[src/rtl/leds_racer_core_n.sv]
// Racer game core for 1..8 players: menu/countdown/game/end screens, winner latch, registered LED mixer.
// Optional macro FALSE_START_EN: a press during the countdown disqualifies that player.
module leds_racer_core_n #(
    parameter int NUM_PLAYERS              = 4,
    parameter int MAX_POS                  = 16,
    parameter int MENU_TIMER_CLK_COUNT     = 50000000,
    parameter int COUNTDOWN_STEP_CLK_COUNT = 50000000,
    parameter int END_TIMER_CLK_COUNT      = 750000000,
    localparam int PW = $clog2(MAX_POS)
) (
    input  logic                   clk,
    input  logic                   reset,
    input  logic [NUM_PLAYERS-1:0] players_commands,
    input  logic [PW-1:0]          current_led,
    output logic [7:0]             led_red_intensity,
    output logic [7:0]             led_green_intensity,
    output logic [7:0]             led_blue_intensity,
    output logic                   update_frame,
    output logic [1:0]             current_screen,
    output logic [NUM_PLAYERS-1:0] ready_mask,
    output logic [2:0]             winner,
    output logic                   winner_valid
);

    localparam int MAX_A   = (MENU_TIMER_CLK_COUNT > COUNTDOWN_STEP_CLK_COUNT) ?
                             MENU_TIMER_CLK_COUNT : COUNTDOWN_STEP_CLK_COUNT;
    localparam int MAX_CNT = (MAX_A > END_TIMER_CLK_COUNT) ? MAX_A : END_TIMER_CLK_COUNT;
    localparam int TW      = (MAX_CNT > 1) ? $clog2(MAX_CNT) : 1;

    localparam logic [PW-1:0] POS_LAST  = PW'(MAX_POS - 1);
    localparam logic [TW-1:0] MENU_LAST = TW'(MENU_TIMER_CLK_COUNT - 1);
    localparam logic [TW-1:0] STEP_LAST = TW'(COUNTDOWN_STEP_CLK_COUNT - 1);
    localparam logic [TW-1:0] END_LAST  = TW'(END_TIMER_CLK_COUNT - 1);

    typedef enum logic [1:0] {
        S_MENU      = 2'd0,
        S_COUNTDOWN = 2'd1,
        S_GAME      = 2'd2,
        S_END       = 2'd3
    } screen_t;

    screen_t                screen_q, screen_d;
    logic [NUM_PLAYERS-1:0] ready_q, ready_d;
    logic [NUM_PLAYERS-1:0] prev_q;
    logic [PW-1:0]          pos_q [NUM_PLAYERS];
    logic [PW-1:0]          pos_d [NUM_PLAYERS];
    logic [1:0]             cd_q, cd_d;
    logic [TW-1:0]          timer_q, timer_d;
    logic [2:0]             winner_q, winner_d;
    logic                   wv_q, wv_d;
    logic                   uf_q;
    logic                   changed;
    logic                   found;
    logic [NUM_PLAYERS-1:0] press;
    logic [23:0]            mix_q, mix_d;
    logic [23:0]            pal;
    logic [10:0]            sum_r, sum_g, sum_b;
    int                     led_int;

    function automatic logic [23:0] palette(input logic [2:0] idx);
        case (idx)
            3'd0:    palette = 24'h400000;
            3'd1:    palette = 24'h000040;
            3'd2:    palette = 24'h004000;
            3'd3:    palette = 24'h404000;
            3'd4:    palette = 24'h004040;
            3'd5:    palette = 24'h400040;
            3'd6:    palette = 24'h202020;
            default: palette = 24'h401600;
        endcase
    endfunction

    function automatic logic [7:0] sat8(input logic [10:0] v);
        sat8 = (v > 11'd255) ? 8'hFF : v[7:0];
    endfunction

    assign press = players_commands & ~prev_q;

    always_comb begin
        screen_d = screen_q;
        ready_d  = ready_q;
        pos_d    = pos_q;
        cd_d     = cd_q;
        timer_d  = timer_q;
        winner_d = winner_q;
        wv_d     = wv_q;
        found    = 1'b0;
        changed  = 1'b0;
        case (screen_q)
            S_MENU: begin
                ready_d = ready_q | press;
                if (press != '0) begin
                    timer_d = '0;
                end else if (ready_q != '0) begin
                    if (timer_q == MENU_LAST) begin
                        screen_d = S_COUNTDOWN;
                        cd_d     = 2'd3;
                        timer_d  = '0;
                    end else begin
                        timer_d = timer_q + 1'b1;
                    end
                end
            end
            S_COUNTDOWN: begin
`ifdef FALSE_START_EN
                ready_d = ready_q & ~press;
`endif
                if (timer_q == STEP_LAST) begin
                    timer_d = '0;
                    if (cd_q == 2'd1) begin
                        screen_d = S_GAME;
                        cd_d     = 2'd0;
                    end else begin
                        cd_d = cd_q - 2'd1;
                    end
                end else begin
                    timer_d = timer_q + 1'b1;
                end
            end
            S_GAME: begin
                for (int i = 0; i < NUM_PLAYERS; i++) begin
                    if (press[i] && ready_q[i] && pos_q[i] != POS_LAST)
                        pos_d[i] = pos_q[i] + 1'b1;
                end
                // Ascending scan so the lowest finishing index takes the win.
                for (int i = 0; i < NUM_PLAYERS; i++) begin
                    if (!found && pos_d[i] == POS_LAST) begin
                        found    = 1'b1;
                        winner_d = 3'(i);
                    end
                end
                if (found) begin
                    screen_d = S_END;
                    wv_d     = 1'b1;
                    timer_d  = '0;
                end
            end
            default: begin
                if (timer_q == END_LAST) begin
                    screen_d = S_MENU;
                    ready_d  = '0;
                    for (int i = 0; i < NUM_PLAYERS; i++) pos_d[i] = '0;
                    winner_d = 3'd0;
                    wv_d     = 1'b0;
                    timer_d  = '0;
                end else begin
                    timer_d = timer_q + 1'b1;
                end
            end
        endcase
        // Everyone disqualified: abandon the round.
        if (screen_q != S_MENU && ready_q == '0) begin
            screen_d = S_MENU;
            cd_d     = 2'd0;
            timer_d  = '0;
        end
        if (screen_d != screen_q || ready_d != ready_q || cd_d != cd_q) changed = 1'b1;
        for (int i = 0; i < NUM_PLAYERS; i++) begin
            if (pos_d[i] != pos_q[i]) changed = 1'b1;
        end
    end

    always_comb begin
        mix_d   = '0;
        pal     = '0;
        sum_r   = '0;
        sum_g   = '0;
        sum_b   = '0;
        led_int = int'(current_led);
        if (led_int < MAX_POS) begin
            case (screen_q)
                S_MENU: begin
                    for (int i = 0; i < NUM_PLAYERS; i++) begin
                        if (led_int == i && ready_q[i]) mix_d = palette(3'(i));
                    end
                end
                S_COUNTDOWN: begin
                    if (led_int < int'(cd_q)) mix_d = 24'h101010;
                end
                S_GAME: begin
                    for (int i = 0; i < NUM_PLAYERS; i++) begin
                        if (ready_q[i] && pos_q[i] == current_led) begin
                            pal   = palette(3'(i));
                            sum_r = sum_r + {3'b000, pal[23:16]};
                            sum_g = sum_g + {3'b000, pal[15:8]};
                            sum_b = sum_b + {3'b000, pal[7:0]};
                        end
                    end
                    mix_d = {sat8(sum_r), sat8(sum_g), sat8(sum_b)};
                end
                default: mix_d = palette(winner_q);
            endcase
        end
    end

    always_ff @(posedge clk) begin
        if (!reset) begin
            screen_q <= S_MENU;
            ready_q  <= '0;
            prev_q   <= '1;
            for (int i = 0; i < NUM_PLAYERS; i++) pos_q[i] <= '0;
            cd_q     <= 2'd0;
            timer_q  <= '0;
            winner_q <= 3'd0;
            wv_q     <= 1'b0;
            uf_q     <= 1'b0;
            mix_q    <= '0;
        end else begin
            screen_q <= screen_d;
            ready_q  <= ready_d;
            prev_q   <= players_commands;
            pos_q    <= pos_d;
            cd_q     <= cd_d;
            timer_q  <= timer_d;
            winner_q <= winner_d;
            wv_q     <= wv_d;
            uf_q     <= changed;
            mix_q    <= mix_d;
        end
    end

    assign led_red_intensity   = mix_q[23:16];
    assign led_green_intensity = mix_q[15:8];
    assign led_blue_intensity  = mix_q[7:0];
    assign update_frame        = uf_q;
    assign current_screen      = screen_q;
    assign ready_mask          = ready_q;
    assign winner              = winner_q;
    assign winner_valid        = wv_q;

endmodule

[config.mk]
export PLATFORM = sky130hd
export DESIGN_NAME = leds_racer_core_n
export DESIGN_NICKNAME = d
export VERILOG_FILES = /design/src/rtl/leds_racer_core_n.sv
export SDC_FILE = /design/constraint.sdc
export NUM_CORES = 1
export LEC_CHECK = 0
export CELL_PAD_IN_SITES_DETAIL_PLACEMENT = 2
export CELL_PAD_IN_SITES_GLOBAL_PLACEMENT = 2
export CORE_MARGIN = 1.5
export CORE_UTILIZATION = 37
export DETAILED_ROUTE_END_ITERATION = 8
export PLACE_DENSITY_LB_ADDON = 0.05
export SYNTH_ARGS = -nofsm -noshare
export SYNTH_HDL_FRONTEND = slang
export SYNTH_SLANG_ARGS = --single-unit
export TNS_END_PERCENT = 20
[constraint.sdc]
create_clock -name clk -period 7.3 [get_ports clk]
set_input_delay 1.46 -clock clk [delete_from_list [all_inputs] [get_ports clk]]
set_output_delay 1.46 -clock clk [all_outputs]
set_load 0.02 [all_outputs]
# ---- After elaboration in Yosys (flattened, before gate mapping)
# Index checks and enable logic that the tools add are counted.
dict set report op_classes {
  order_cmp 4
  eq_ne 36
  n_addsub 15
  reduce_logical 39
  bitwise_logic 5
  n_mux 93
}
# cell count
set ops {}
lappend ops {{11-bit 2-to-1 mux} 20}
lappend ops {{24-bit 2-to-1 mux} 9}
lappend ops {{23-bit case mux with 7 select lines} 1}
lappend ops {{30-bit 2-to-1 mux} 5}
lappend ops {{11-bit by 8-bit adder with 11-bit output} 9}
lappend ops {{30-bit case mux with 3 select lines} 1}
lappend ops {{24-bit case mux with 3 select lines} 1}
lappend ops {{4-bit 2-to-1 mux} 9}
lappend ops {{11-bit by 8-bit greater-than comparator with 1-bit output (second input constant)} 3}
lappend ops {{16-bit case mux with 2 select lines} 1}
lappend ops {{30-bit by 1-bit adder with 30-bit output (second input constant)} 1}
lappend ops {{30-bit by 26-bit == test with 1-bit output (second input constant)} 1}
lappend ops {{30-bit == test (second input constant)} 1}
lappend ops {{2-bit 2-to-1 mux} 14}
lappend ops {{8-bit 2-to-1 mux} 3}
lappend ops {{23-bit 2-to-1 mux} 1}
lappend ops {{21-bit 2-to-1 mux} 1}
lappend ops {{1-bit logical AND} 20}
lappend ops {{4-bit != test} 5}
lappend ops {{4-bit by 1-bit adder with 4-bit output (second input constant)} 4}
lappend ops {{4-bit == test} 4}
lappend ops {{4-bit == test (second input constant)} 4}
lappend ops {{16-bit 2-to-1 mux} 1}
lappend ops {{4-bit != test (second input constant)} 4}
lappend ops {{other kinds (35)} 69}
dict set report word_totals {
  regBits 87
  inputBits 10
}

# ---- Depth between registers and ports, before layout
dict set report logic_depth {
  depth_word 32
  depth_mapped 11
  depth_no_buf 9
}

# ---- Worst setup path after synthesis
# No wires, ideal clock.
dict set report synth_path {
  path_type {input-to-reg}
  from {in players_commands[3]}
  to {reg uf_q (netlist: update_frame)}
  path_slack_ns 3.961
  setup_ns 0.125
  arrival_ns 3.214
  path_stages 7
  cell_sequence {nor2b_1 -> nor4_1 -> nand3b_1 -> or3_1 -> nand2_1 -> o22ai_1 -> o41a_1}
}
dict set report synth_via {
  elab_chain_cells 20
}
# item line
set synth_rtl {}
lappend synth_rtl {{from (decl)} 13} ;# input logic [NUM_PLAYERS-1:0] players_commands,
lappend synth_rtl {{4-bit AND *} 77} ;# assign press = players_commands & ~prev_q;
lappend synth_rtl {{1-bit logical AND (2 in series)} 122} ;# if (press[i] && ready_q[i] && pos_q[i] != POS_LAST)
lappend synth_rtl {{4-bit 2-to-1 mux} 122}
lappend synth_rtl {{4-bit 2-to-1 mux} 89} ;# case (screen_q)
lappend synth_rtl {{4-bit == test} 127} ;# if (!found && pos_d[i] == POS_LAST) begin
lappend synth_rtl {{1-bit logical AND} 127}
lappend synth_rtl {{1-bit 2-to-1 mux} 127}
lappend synth_rtl {{1-bit 2-to-1 mux} 89}
lappend synth_rtl {{2-bit 2-to-1 mux} 132} ;# if (found) begin
lappend synth_rtl {{2-bit case mux with 3 select lines} 89}
lappend synth_rtl {{2-bit 2-to-1 mux} 152} ;# if (screen_q != S_MENU && ready_q == '0) begin
lappend synth_rtl {{2-bit != test} 157} ;# if (screen_d != screen_q || ready_d != ready_q || cd_d != cd_q) changed = 1'b1;
lappend synth_rtl {{1-bit logical OR (2 in series)} 157}
lappend synth_rtl {{1-bit 2-to-1 mux} 157}
lappend synth_rtl {{1-bit 2-to-1 mux (3 in series)} 159} ;# if (pos_d[i] != pos_q[i]) changed = 1'b1;
lappend synth_rtl {{1-bit 2-to-1 mux *} 159}
lappend synth_rtl {{to (signal assigned)} 217} ;# uf_q <= changed;
lappend synth_rtl {{to (decl)} 51} ;# logic uf_q;
# Every way passes the cells marked *; elsewhere a longest branch is shown, timed or not. The select of a mux whose other input is x is not followed.
# A chain may end at the register's enable or synchronous reset.

# ---- Final worst setup path
dict set report layout_path {
  from {in players_commands[3]}
  to {reg timer_q[4]}
}
dict set report layout_via {
  elab_chain_cells 11
}
# item line
set layout_rtl {}
lappend layout_rtl {{4-bit AND *} 77}
lappend layout_rtl {{1-bit logical AND (2 in series)} 122}
lappend layout_rtl {{4-bit 2-to-1 mux} 122}
lappend layout_rtl {{4-bit 2-to-1 mux} 89}
lappend layout_rtl {{4-bit == test} 127}
lappend layout_rtl {{1-bit logical AND} 127}
lappend layout_rtl {{1-bit 2-to-1 mux} 127}
lappend layout_rtl {{1-bit 2-to-1 mux} 89}
lappend layout_rtl {{2-bit != test (no line)} n/a}
lappend layout_rtl {{2-bit AND reduction (no line)} n/a}
lappend layout_rtl {{to (signal assigned)} 214} ;# timer_q <= timer_d;
lappend layout_rtl {{to (decl)} 48} ;# logic [TW-1:0] timer_q, timer_d;
# Marks and branches as above.

==> run_results.csv <==
group,metric,value,unit
place,place_congestion,0.819,
power_and_ir_drop,ir_drop,87.7,µV
finish,regArea,1400,µm²
floorplanning,rows,42,
finish,drive_gt1_share,6.80,%
clock_network,cts_tree,"built",
timing,finalHoldViolations,0,
setup_path,crit_start,"players_commands[3]",
power_and_ir_drop,p_int,0.662,mW
drt,vias,5224,
worst_hold_path,holdCritPathClass,"flip-flop to flip-flop",
run_status,status,"finished, final reports clean",
floorplanning,fp.dieW,120,µm
yosys,async_flop_share,0,%
finish,multi_input_area,3330,µm²
setup_path,cp.required,7.53,ns
clock_network,cts_setup_buffers,0,
place,hpwl,13500,µm
drt,wirelength,18800,µm
clock_network,clk_path_buf_depth,2,
setup_path,critical_path.slowest_cell,"nand2_1",
power_and_ir_drop,leakage,1.89,nW
setup_path,arrival,4.62,ns
floorplanning,core_area,13300,µm²
drt,routedWlPerCell,22.5,µm
setup_path,crit_path_cell_trace,"clkdlybuf4s50_1, nand3b_1, a2111oi_0, a21oi_1, nand2_1, o21ai_1, o21ai_2, buf_4, nor2_1",
yosys,ys_ff_latch,70,
yosys,ys.flop_type,"dfxtp_1",
timing,finalSetupViolations,0,
power_and_ir_drop,power_density,164,nW/µm²
clock_network,clk_transition_reported_paths,0.06,ns
setup_path,crit_path_start_kind,"primary input",
yosys,ys_types,76,
setup_path,cp-end-kind,"flip-flop",
floorplanning,die-area,14500,µm²
place,io_buffers,29,
timing,rsz0062_at_grt,"no",
timing,maxSlewViolCount,0,
global_routing,antenna_found_initial,1,
setup_path,worstSetupEndpoint,"timer_q[4]",
drt,vias_per_cell,6.23,
yosys,netlist_instances,663,
floorplanning,io_pins,45,
setup_path,worst_r2r_path_depth,9,
global_routing,grt_max_degree,37,
power_and_ir_drop,clkPwrFrac,45.6,%
timing,fmax,228,MHz
floorplanning,start_util,38.2,%
setup_path,reg2reg_to,"timer_q[4]",
clock_network,cts_hold_buf,0,
yosys,yosysWarnings,0,
finish,syn_to_final_growth,10.9,%
finish,num-fill-cells,1574,
global_routing,grt_usage,27.0,%
clock_network,cts_buffers,9,
finish,fin_util,42.3,%
clock_network,cts_resized,0,
timing,fin_crit_sh,60.2,%
drt,final_antenna_net_count,0,
setup_path,worst-setup-path-type,"primary input to flip-flop",
timing,worstMarginPinSlew,1.14,ns
power_and_ir_drop,pwr-share-comb,11.4,%
clock_network,ctsRootBufferMaster,"clkbuf_16",
global_routing,grt_pass1_wl,30500,µm
power_and_ir_drop,p_seq_share,43.0,%
yosys,synth.avg_cell_area,7.69,µm²
setup_path,slowest_delay,0.64,ns
drt,drtPass1Iterations,4,
timing,skew,0.0108,ns
setup_path,path_max_fanout,20,
power_and_ir_drop,netSwitchingPower,0.263,mW
floorplanning,die_h,120,µm
setup_path,regToRegStartpoint,"pos_q[0]",
clock_network,cts.sinks,70,
finish,insertedDiodeCount,0,
yosys,synth_seq_area_share,27.5,%
yosys,synth-edff-count,0,
drt,dr.first_iter.drc_count,247,
drt,drc,0,
power_and_ir_drop,power.share.switching,28.4,%
yosys,syn-cell-area,5100,µm²
clock_network,clock_latency,0.35,ns
clock_network,cts.htree.levels,3,
global_routing,grt_pass1_vias,5569,
timing,tns,0,ns
timing,fin_worst_hold_slack,0.506,ns
finish,nNetsFinal,685,
global_routing,gr-total-overflow,0,
flow_run,drv_cap,0,
timing,relSlewSlack,23.4,%
timing,finalCriticalPeriod,4.39,ns
setup_path,regToRegSetupSlack,3.64,ns
Yosys cell counts (5+ instances only):
cell type | n | area share [%]
o22ai_1 | 9 | 1.1
nand3_1 | 20 | 2.0
or4_1 | 7 | 1.0
nor2_1 | 54 | 4.0
buf_2 | 6 | 0.59
clkbuf_1 | 33 | 2.4
xor2_1 | 17 | 2.9
a31oi_1 | 9 | 1.1
and4_1 | 5 | 0.86
nand2b_1 | 11 | 1.4
o21ai_0 | 43 | 4.2
inv_1 | 25 | 1.8
or3_1 | 10 | 1.2
o31ai_1 | 11 | 1.6
nor2b_1 | 11 | 1.4
nand4_1 | 12 | 1.5
xnor2_1 | 12 | 2.1
and2_1 | 6 | 0.74
buf_1 | 6 | 0.44
o211ai_1 | 7 | 1.0
nand2_1 | 45 | 3.3
o32ai_1 | 5 | 0.86
a22oi_1 | 16 | 2.4
a21oi_1 | 48 | 4.7
nor3_1 | 14 | 1.4
ha_1 | 18 | 4.4
dfxtp_1 | 70 | 27
o2111ai_1 | 5 | 0.86
buf_4 | 20 | 2.9
nor4_1 | 13 | 1.6
and3_1 | 11 | 1.4
nor4b_1 | 5 | 0.86
state kept, by name, summed over array words and instances (netlist names):
register	flops
timer_q	30
mix_q	8
pos_q	16
winner_valid	1
ready_mask	4
cd_q	2
prev_q	4
current_screen	2
winner	2
update_frame	1
layout make-up:
type	count	share of cell area (%)
well taps	176	3.90
clock inverters	5	0.620
repair buffers	34	5.80
multi-input cells	516	58.9
inverters	26	1.73
flip-flops and latches	70	24.8
clock buffers	11	4.29
critical path: cells and delay by family:
kind	cells	cell delay (ns)
AND/OR/NAND/NOR	3	0.89
AO/OA/AOI/OAI	4	1.39
buffers and inverters	2	0.85
power by group through the flow:
stage	combinational (mW)	clock [mW]	sequential, mW
after floorplan	0.0752	0	0.404
after global placement	0.101	0	0.406
after detailed placement	0.104	0	0.406
after CTS	0.106	0.432	0.398
after global routing	0.115	0.451	0.399
final	0.105	0.421	0.398
per-layer routing:
layer	GRT usage [%]	part of all wire [%]	vias up
met2	46.8	50	100
met3	4.25	3.1	54
met1	32.3	43	2646
li1	-	-	2422
met5	0	0.069	-
met4	13.3	3.8	2
how the worst min path moves through the flow:
stage | from | to | slack, ns | depth (start not counted)
floorplan | timer_q[24] | timer_q[24] | 0.46 | 2
detailed placement | winner_valid | winner_valid | 0.50 | 2
global route | timer_q[15] | timer_q[15] | 0.54 | 2
global placement | timer_q[10] | timer_q[10] | 0.48 | 2
CTS | winner_valid | winner_valid | 0.51 | 2
finish | winner_valid | winner_valid | 0.51 | 2
cells by family (layout without fill, tap and decap cells):
logic type | Yosys count | in the layout | share of synthesized area (%)
AOI/OAI and AO/OA | 197 | 197 | 25.6
xor gates and xnor gates | 29 | 29 | 4.98
and+or+nand+nor | 249 | 249 | 27.4
other | 1 | 15 | 0.0736
muxes | 8 | 8 | 1.67
buffers and inverters | 91 | 76 | 8.32
DFF | 70 | 70 | 27.5
adders and majority gates | 18 | 18 | 4.42
through the flow:
step / setup WS, ns / instance area, µm² / instances / power [mW]
finish: 2.91 / 5650 / 838 / 0.925
global route: 2.65 / 5650 / 838 / 0.965
CTS: 2.92 / 5650 / 838 / 0.936
detailed placement: 2.58 / 5370 / 822 / 0.511
global placement: 2.67 / 5370 / 822 / 0.507
floorplan: 3.96 / 5150 / 677 / 0.479
layout by cell type, fill, tap and decap left out, types with 6 or more instances in the layout:
cell and n:
o31ai_1 11, nor4_1 13, o22ai_1 9, nor2_1 54
nand4_1 12, ha_1 18, xnor2_1 12, nor3_1 14
or4_1 7, o21ai_0 43, clkbuf_16 9, o211ai_1 7
a31oi_1 9, conb_1 15, nand2b_1 11, or3_1 10
xor2_1 17, nand2_1 45, a21oi_1 48, and3_1 11
nor2b_1 11, inv_1 25, and2_1 6, dfxtp_1 70
a22oi_1 16, nand3_1 20, clkdlybuf4s50_1 29
(Power assumes the default switching activity.)
